<file path="config.mk">
export PLATFORM = sky130hd
export DESIGN_NAME = cr_dequantizer
export DESIGN_NICKNAME = d
export VERILOG_FILES = /design/src/rtl/cr_dequantizer.sv
export VERILOG_INCLUDE_DIRS = /design/src /design/src/rtl
export SDC_FILE = /design/constraint.sdc
export NUM_CORES = 2
export LEC_CHECK = 0
export ABC_AREA = 1
export CORE_ASPECT_RATIO = 2
export CORE_MARGIN = 2
export CORE_UTILIZATION = 60
export CTS_CLUSTER_SIZE = 40
export DETAILED_ROUTE_END_ITERATION = 7
export DONT_BUFFER_PORTS = 1
export GPL_ROUTABILITY_DRIVEN = 1
export GPL_TIMING_DRIVEN = 0
export PLACE_DENSITY = 0.76
export SLEW_MARGIN = 20
export SYNTH_ARGS = -nofsm -noshare
export SYNTH_HDL_FRONTEND = slang
export SYNTH_SLANG_ARGS = --single-unit
</file>
<file path="constraint.sdc">
create_clock -name clk -period 6.8 [get_ports clk]
set_clock_uncertainty 0.15 [all_clocks]
set_input_delay 1.02 -clock clk [delete_from_list [all_inputs] [get_ports clk]]
set_output_delay 1.02 -clock clk [all_outputs]
set_load 0.02 [all_outputs]
</file>
<file path="src/rtl/quantizer_constant.svh">
// rtl/quantizer_constant.svh - default Cr quantization table, row-major {row,col}
localparam logic [15:0] Q_MATRIX [0:63] = '{
    17, 18, 24, 47, 99, 99, 99, 99,
    18, 21, 26, 66, 99, 99, 99, 99,
    24, 26, 56, 99, 99, 99, 99, 99,
    47, 66, 99, 99, 99, 99, 99, 99,
    99, 99, 99, 99, 99, 99, 99, 99,
    99, 99, 99, 99, 99, 99, 99, 99,
    99, 99, 99, 99, 99, 99, 99, 99,
    99, 99, 99, 99, 99, 99, 99, 99
};

</file>
<file path="src/rtl/cr_dequantizer.sv">
// rtl/cr_dequantizer.sv - Cr dequantizer: coefficient x table entry, saturate, 8x8 block handoff
// Define CR_DEQ_PINGPONG_EN for two alternating output banks (full-rate streaming).
module cr_dequantizer #(
    parameter int CW = 11,
    parameter int QW = 16
) (
    input  logic                 clk,
    input  logic                 rst,
    input  logic                 in_valid,
    output logic                 in_ready,
    input  logic signed [CW-1:0] in_coef,
    input  logic                 tbl_we,
    input  logic [5:0]           tbl_addr,
    input  logic [QW-1:0]        tbl_data,
    output logic                 out_valid,
    input  logic                 out_ready,
    output logic signed [CW-1:0] Z [0:7][0:7]
);

`include "quantizer_constant.svh"

`ifdef CR_DEQ_PINGPONG_EN
    localparam int   NB = 2;
    localparam logic PP = 1'b1;
`else
    localparam int   NB = 1;
    localparam logic PP = 1'b0;
`endif

    localparam int PW = CW + QW + 1;
    localparam logic signed [PW-1:0] SAT_MAX = PW'((1 << (CW - 1)) - 1);
    localparam logic signed [PW-1:0] SAT_MIN = ~SAT_MAX;

    logic [QW-1:0]        tbl [0:63];
    logic [5:0]           idx;
    logic                 fill_bank;
    logic                 out_bank;
    // busy: coefficient 63 accepted, bank not yet handed off; full: last write landed
    logic [NB-1:0]        busy;
    logic [NB-1:0]        busy_n;
    logic [NB-1:0]        full;
    logic [NB-1:0]        full_n;
    logic                 s1_valid;
    logic signed [PW-1:0] s1_prod;
    logic [5:0]           s1_idx;
    logic                 s1_bank;
    logic signed [PW-1:0] coef_ext;
    logic signed [PW-1:0] q_ext;
    logic signed [CW-1:0] sat;
    logic                 accept;
    logic                 handoff;
    logic signed [CW-1:0] bank [0:NB-1][0:7][0:7];

    assign in_ready = ~busy[fill_bank];
    assign accept   = in_valid & in_ready;
    assign handoff  = out_valid & out_ready;
    assign coef_ext = PW'(in_coef);
    assign q_ext    = PW'({1'b0, tbl[idx]});
    assign Z        = bank[out_bank];

    always_comb begin
        if (s1_prod > SAT_MAX)
            sat = SAT_MAX[CW-1:0];
        else if (s1_prod < SAT_MIN)
            sat = SAT_MIN[CW-1:0];
        else
            sat = s1_prod[CW-1:0];
    end

    always_comb begin
        busy_n = busy;
        full_n = full;
        if (handoff) begin
            busy_n[out_bank] = 1'b0;
            full_n[out_bank] = 1'b0;
        end
        if (accept && idx == 6'd63)
            busy_n[fill_bank] = 1'b1;
        if (s1_valid && s1_idx == 6'd63)
            full_n[s1_bank] = 1'b1;
    end

    // Accepts read the table combinationally, so a same-cycle write is seen only by later accepts
    always_ff @(posedge clk) begin
        if (rst) begin
            for (int i = 0; i < 64; i++)
                tbl[6'(i)] <= QW'(Q_MATRIX[6'(i)]);
        end else if (tbl_we) begin
            tbl[tbl_addr] <= tbl_data;
        end
    end

    always_ff @(posedge clk) begin
        if (rst) begin
            idx       <= '0;
            fill_bank <= 1'b0;
            out_bank  <= 1'b0;
            busy      <= '0;
            full      <= '0;
            s1_valid  <= 1'b0;
            s1_prod   <= '0;
            s1_idx    <= '0;
            s1_bank   <= 1'b0;
            out_valid <= 1'b0;
        end else begin
            busy     <= busy_n;
            full     <= full_n;
            s1_valid <= accept;
            if (accept) begin
                s1_prod <= coef_ext * q_ext;
                s1_idx  <= idx;
                s1_bank <= fill_bank;
                idx     <= idx + 6'd1;
                if (idx == 6'd63)
                    fill_bank <= fill_bank ^ PP;
            end
            // out_valid trails full by one cycle; after a handoff the other bank may already be full
            if (handoff) begin
                out_bank  <= out_bank ^ PP;
                out_valid <= PP & full[out_bank ^ PP];
            end else begin
                out_valid <= full[out_bank];
            end
        end
    end

    always_ff @(posedge clk) begin
        if (rst)
            bank <= '{default: '0};
        else if (s1_valid)
            bank[s1_bank][s1_idx[5:3]][s1_idx[2:0]] <= sat;
    end

endmodule

</file>
==> results.md, run 1 <==
Clocking:
- The post-cts hold buffer count is 0.
- The largest buffer count on any clock path is 3.
- The H-tree generated during clock tree synthesis spans 4 levels.
- The TritonCTS buffer count is 150.
- For this design, the sink count on the clock tree is 1778.
- The clock tree root buffer cell is sky130_fd_sc_hd__clkbuf_16.

Yosys:
- The combined area of all synthesized cells is 78510 um^2.
- The dominant combinational cell family by area after synthesis is simple AND/OR/NAND/NOR gates.
- The xor and xnor fraction of the mapped netlist area is 0.001450.
- After synthesis, the mean cell area works out to just under 9 um^2.
- The cell count after synthesis came out at 8842.
- Of the total synthesized cell area, the portion taken by AND, OR, NAND and NOR gates is 0.1851.
- The complex-gate fraction of the synthesized area came to 0.1012.
- Yosys printed 0 warnings.
- Of the total synthesized cell area, the portion taken by full adders, half adders and majority gates is 0.04520.
- For this run, the register share of the synthesized area comes to 0.5840.
- The number of storage elements in the synthesis netlist is 1778.
- The number of unique standard cell types used by synthesis is 41.
- The post-synthesis net count is 9088.
- The proportion of synthesized area in mux cells is 0.

Die:
- The initial cell density of the core is 0.6046.
- The number of ports placed on the die boundary is 744.
- The floorplan step set the die width to 259.8 um.
- Measured along the y axis, the die boundary spans between 500 and 600 um.
- The floorplan has 187 rows.

Status:
- The first error in the log reads "[ERROR GRT-0116] Global routing finished with congestion. Check the congestion regions in the DRC Viewer".
- It got as far as 5_1_grt and failed there.
- The run stopped with a tool error.

Global routing:
- The via count of the first global-routing pass is 75120.
- The global-route wire length before repair is 631300 um.
- The overflow left after global routing is ~240.
- For this run, the total global-route usage over all layers was measured as 0.6755.
- The pin count of the biggest net entering global routing is 34.

Placed design:
- Buffers placed on the I/O ports in this run total 0.
- Routability-driven placement finished with a final weighted congestion of 1.160.
- The HPWL after detailed placement is 296700 um.
==> metrics by stage <==
stage          hold slack, ns  area (um^2)  utilization  cells  worst slack [ns]
4_1_cts                0.1223        89590       0.6899  10910         -0.009009
3_5_place_dp           0.2883        81820       0.6301  10580            -2.125
2_1_floorplan          0.2749        78510            -   8842            0.9002
3_3_place_gp           0.2896        80630       0.6209  10540            -2.286
==> per-layer routing <==
layer,GRT usage,overflow
met3,0.4468,9
met1,0.6416,5
met2,0.9065,134
met5,0.1496,0
met4,0.7352,94
==> Yosys cell counts <==
cell                       instances  share of area
sky130_fd_sc_hd__dfxtp_1         754           0.19
sky130_fd_sc_hd__o21ai_1          38         0.0024
sky130_fd_sc_hd__o21a_1            1       0.000096
sky130_fd_sc_hd__a21boi_0          2        0.00019
sky130_fd_sc_hd__nand2_2          25         0.0020
sky130_fd_sc_hd__nor3_1           23         0.0015
sky130_fd_sc_hd__clkbuf_1        364          0.017
sky130_fd_sc_hd__fa_1            126          0.032
sky130_fd_sc_hd__a21o_1            1       0.000096
sky130_fd_sc_hd__nand3_2          30         0.0038
sky130_fd_sc_hd__o21bai_1          3        0.00029
sky130_fd_sc_hd__nor4_1            6        0.00048
sky130_fd_sc_hd__or2_2             1       0.000080
sky130_fd_sc_hd__xnor2_1           6        0.00067
sky130_fd_sc_hd__a31oi_1           2        0.00016
sky130_fd_sc_hd__nand4_1           8        0.00064
sky130_fd_sc_hd__clkinv_1          3        0.00014
sky130_fd_sc_hd__buf_2           105         0.0067
sky130_fd_sc_hd__inv_4             1       0.000080
sky130_fd_sc_hd__buf_6            27         0.0039
sky130_fd_sc_hd__a211oi_1          2        0.00019
sky130_fd_sc_hd__o22ai_1         165          0.013
sky130_fd_sc_hd__buf_4             8        0.00077
sky130_fd_sc_hd__nand2_1        1031          0.049
sky130_fd_sc_hd__a21oi_1         239          0.015
sky130_fd_sc_hd__nor3b_1           1       0.000096
sky130_fd_sc_hd__xor2_1            7        0.00078
sky130_fd_sc_hd__ha_1             82          0.013
sky130_fd_sc_hd__o21ai_0        1084          0.069
sky130_fd_sc_hd__a21oi_2           1        0.00011
sky130_fd_sc_hd__o21ai_2           1        0.00011
sky130_fd_sc_hd__nor2_1         2227           0.11
sky130_fd_sc_hd__buf_1            29         0.0014
sky130_fd_sc_hd__edfxtp_1       1024           0.39
sky130_fd_sc_hd__inv_2             4        0.00019
sky130_fd_sc_hd__buf_8             1        0.00019
sky130_fd_sc_hd__nand3_1         321          0.020
sky130_fd_sc_hd__buf_12            2        0.00051
sky130_fd_sc_hd__nand3_4           1        0.00022
sky130_fd_sc_hd__nor2_2            1       0.000080
sky130_fd_sc_hd__inv_1          1085          0.052
==> logic make-up after synthesis <==
family	Yosys count
XOR/XNOR	13
buffers and inverters	1629
flip-flops	1778
AO/OA/AOI/OAI	1539
AND/OR/NAND/NOR	3675
adder cells (fa/ha/maj)	208
==> what timing repair did <==
item | CTS
buffers inserted | 50
endpoints found under the setup margin | 21
resized for setup | 562
pin swaps | 74
cloned | 5
==> inputs of run 2 (changes only) <==
Settings changed: CORE_ASPECT_RATIO 2 to not set, CORE_UTILIZATION 60 to 40, CTS_CLUSTER_SIZE 40 to not set, PLACE_DENSITY 0.76 to not set, PLACE_DENSITY_LB_ADDON set to 0.15.
==> results.md, run 2 <==
Status:
- The run finished, with violations left.
- The final reports fail on negative setup slack.

Die:
- The core footprint is just under 200000 um^2.
- The vertical die dimension is 447.0 um (-13%).
- The initial cell density of the core is 0.4026 (-0.2019).
- The number of placement rows is 162 (-13%).
- The die width is 447.0 um (+72%).
- The number of ports placed on the die boundary is 744 (unchanged).
- The area enclosed by the die boundary is 199800 um^2.

Placed design:
- The detailed placer's ending HPWL is 289900 um (-2.3%).
- The placement-stage worst setup slack is -1.477 ns (+0.6480 ns).
- The routability-driven placement congestion ratio is 1.031 (-11%).
- The number of I/O port buffers is 0 (unchanged).

Global routing:
- The met1 usage in global routing is 0.4759.
- In the global route stage, met3 resource usage came out at 0.1144.
- Across every metal layer, demand over resource in global routing totals 0.3808.
- The via count of the first global-routing pass is 60630.
- The pin count of the biggest net entering global routing is 34.
- Global routing finished with a remaining overflow of 0.
- The initial antenna violation count came to between 40 and 50.
- The global routing stage identified its most utilized layer as met2.
- The met2 capacity usage during global routing is 0.5694.
- The first global-routing pass estimated ~520000 um of wire.

STA:
- The number of hold-slack violations in the final timing report is 0.
- Setup repair after global routing could not meet its margin everywhere.
- The final count of negative-setup-slack endpoints is 1.
- The number of slew-limit violations in the final report was 0.
- The minimum clock period after layout is 6.819 ns.
- The slack of the critical path is -0.01885 ns.
- The final sum of negative setup slack is -0.01885 ns.
- The slew at the pin closest to its max-slew limit is 1.306 ns.
- The post-route clock period utilization is 1.003.
- Headroom to the max-slew limit came out at 0.1269.
- For this run, the top clock speed supported by timing is 0.1467 GHz.

Worst setup path:
- The cell with the biggest individual delay on the critical path is sky130_fd_sc_hd__clkbuf_2.
- For the worst setup path, the data arrival time is about 7.5 ns.
- The worst setup path is launched from a register.
- The endpoint class of the critical path is a register.
- For flop-to-flop paths, the worst setup slack is -0.02 ns.
- The critical path class is register to register.
- The worst-path maximum fanout is 11.
- The delay contributed by the slowest stage of the critical path is 0.58 ns.
- The endpoint required time on the critical path is 7.46 ns.

Yosys:
- The synthesized design spends more area on one cell type than any other, namely sky130_fd_sc_hd__edfxtp_1.
- The post-synthesis net count is 9088 (unchanged).
- The sequential element share of the synthesized area came to 0.5840 (unchanged).
- By count the netlist is led by sky130_fd_sc_hd__nor2_1 (2227), sky130_fd_sc_hd__inv_1 (1085), sky130_fd_sc_hd__o21ai_0 (1084), sky130_fd_sc_hd__nand2_1 (1031), sky130_fd_sc_hd__edfxtp_1 (1024).
- The prevailing post-synth register cell is sky130_fd_sc_hd__edfxtp_1.
- The average instance area after synthesis is 8.879 um^2 (unchanged).
- The library cell with the highest instance count after synthesis is sky130_fd_sc_hd__nor2_1.
- The area share of the largest cell type after synthesis is 0.3917 (unchanged).
- Ranked by total cell area, the synthesized netlist is headed by sky130_fd_sc_hd__edfxtp_1 (39%), sky130_fd_sc_hd__dfxtp_1 (19%), sky130_fd_sc_hd__nor2_1 (11%).
- The warning count from the yosys run came to 0 (unchanged).
- The combined area of all synthesized cells is 78510 um^2 (unchanged).
- The synthesized instance count was 8842 (unchanged).
- The number of storage elements in the synthesis netlist came to 1778 (unchanged).
- The post-synthesis async set-or-reset flop share is 0 (unchanged).
- The count of flip-flops with a built-in enable after synthesis came to 1024 (unchanged).
- The number of unique standard cell types used by synthesis is 41 (unchanged).

Final layout:
- From synthesis to final layout, the design area changed by 17.17%.
- The number of filler cells placed in the layout is 18960.
- Of the cells placed in the final design, the portion with a size suffix greater than 1 is 0.09570.
- The area taken by flip-flops and latches is ~46000 um^2.
- tbl holds more flip-flops than any other register.
- The net count reported at finish is 9370.
- In the final layout, the registers with the most flip-flops are tbl: 1024 flops, bank: 704 flops, s1_prod: 28 flops.
- The register with the most flip-flops in the layout has 1024 of them.
- The commonest non-fill, non-tap cell in the layout is sky130_fd_sc_hd__nor2_1.
- The library cells used most frequently in the layout, excluding fill and tap cells, are sky130_fd_sc_hd__nor2_1 (2191), sky130_fd_sc_hd__inv_1 (1081), sky130_fd_sc_hd__o21ai_0 (1073).
- The multi-input combinational cells in the finished layout cover a total of 27460 um^2.

Routing:
- For this block, the initial DRC count from the detailed router was 10430.
- The total via count in the routed design is 68290.
- Dividing the detail-routed wire length by the instance count gives 33.02 um.
- Using the TritonRoute via totals, the vias-per-cell ratio works out to 5.727.
- The number of nets with antenna violations after routing is 0.
- The DRC violation count after routing is 0.
- The number of iterations in the first detailed-routing pass is 7.
- The final layout contains routed wiring with a total length of 393800 um.

Clocking:
- Clock latency on the worst-skew pair, taken at its later pin, is between 0.9 and 1 ns.
- The post-cts hold buffer count is 0 (unchanged).
- The clock transition at the registers of the reported paths is 0.07 ns.
- The TritonCTS buffer count came to 192 (+28%).
- The depth of the CTS H-tree is 4 (unchanged).
- The CTS tree is yes.
- The number of clock sinks seen by CTS came to 1778 (unchanged).
- The clock tree root buffer cell is sky130_fd_sc_hd__clkbuf_16.
- The largest buffer count on any clock path is 3 (unchanged).

Worst hold path:
- The type of the most critical hold path is input port to register.

Pwr:
- The static power due to leakage is between 30 and 40 nW.
- The worst voltage drop across the vdd grid is 586.9 uV.
- Power spread over the standard cell area amounts to between 300 and 400 nW/um^2.

Run:
- The number of max-cap violations is 0.
-- run 2: logic make-up after synthesis --
group	synth area share
AO/OA/AOI/OAI	0.1012
XOR/XNOR	0.001450
adder cells (fa/ha/maj)	0.04520
AND/OR/NAND/NOR	0.1851
flip-flops	0.5840
buffers and inverters	0.08312
-- run 2: final cells by class --
class	instances	share of cell area
clock buffer	261	0.05748
buffer	535	0.03799
clock inverter	88	0.01058
multi-input combinational	5435	0.2986
tap	2624	0.03569
antenna	22	0.0005985
timing repair buffer	89	0.01602
sequential	1778	0.4984
inverter	1093	0.04466
-- run 2: repair_timing --
item                                    4_1_cts  5_1_grt
pin swaps                                    32       46
buffers inserted                             30       17
resized for setup                           400      216
cloned                                        2        3
endpoints found under the setup margin       22       19
-- run 2: stage by stage --
stage | utilization | hold WS, ns | cells | cell area (um^2) | total power [mW]
2_1_floorplan | - | 0.2749 | 8842 | 78510 | 17.37
3_3_place_gp | 0.4194 | 0.2898 | 11470 | 81790 | 20.44
3_5_place_dp | 0.4252 | 0.2931 | 11500 | 82910 | 20.48
4_1_cts | 0.4660 | 0.03245 | 11880 | 90870 | 31.63
5_1_grt | 0.4715 | 0.04626 | 11910 | 91930 | 34.19
6_report | 0.4717 | 0.04752 | 11930 | 91980 | 32.83
-- run 2: worst max-delay path, delay by kind of cell, from the launching register on --
kind / cells / cell delay [ns]
AOI/OAI and AO/OA: 4 / 0.68
buffers and inverters: 9 / 1.45
adders and majority gates: 6 / 2.83
DFF: 1 / 0.39
xor gates and xnor gates: 1 / 0.20
and+or+nand+nor: 10 / 1.05
-- run 2: report_power, final --
| part | internal, mW | switching, mW | total, mW |
|---|---|---|---|
| clock network | 5.93 | 4.71 | 10.6 |
| logic | 3.60 | 6.85 | 10.4 |
| registers | 11.6 | 0.122 | 11.7 |
-- run 2: final timing paths --
path / startpoint / to / depth (start not counted)
max: register / s1_prod[17] / 30
min: tbl_data[5] / tbl[49][5] / 0
max reg2reg: register / s1_prod[17] / 30
min reg2reg: full / out_valid / 2
-- run 2: routing by layer --
metal | part of all wire | up-vias
met3 | 0.13 | 1043
met2 | 0.43 | 4695
met4 | 0.079 | 8
met5 | 0.00049 | -
met1 | 0.36 | 33410
li1 | - | 29140
Note: power is estimated with default switching activity, not from simulation.
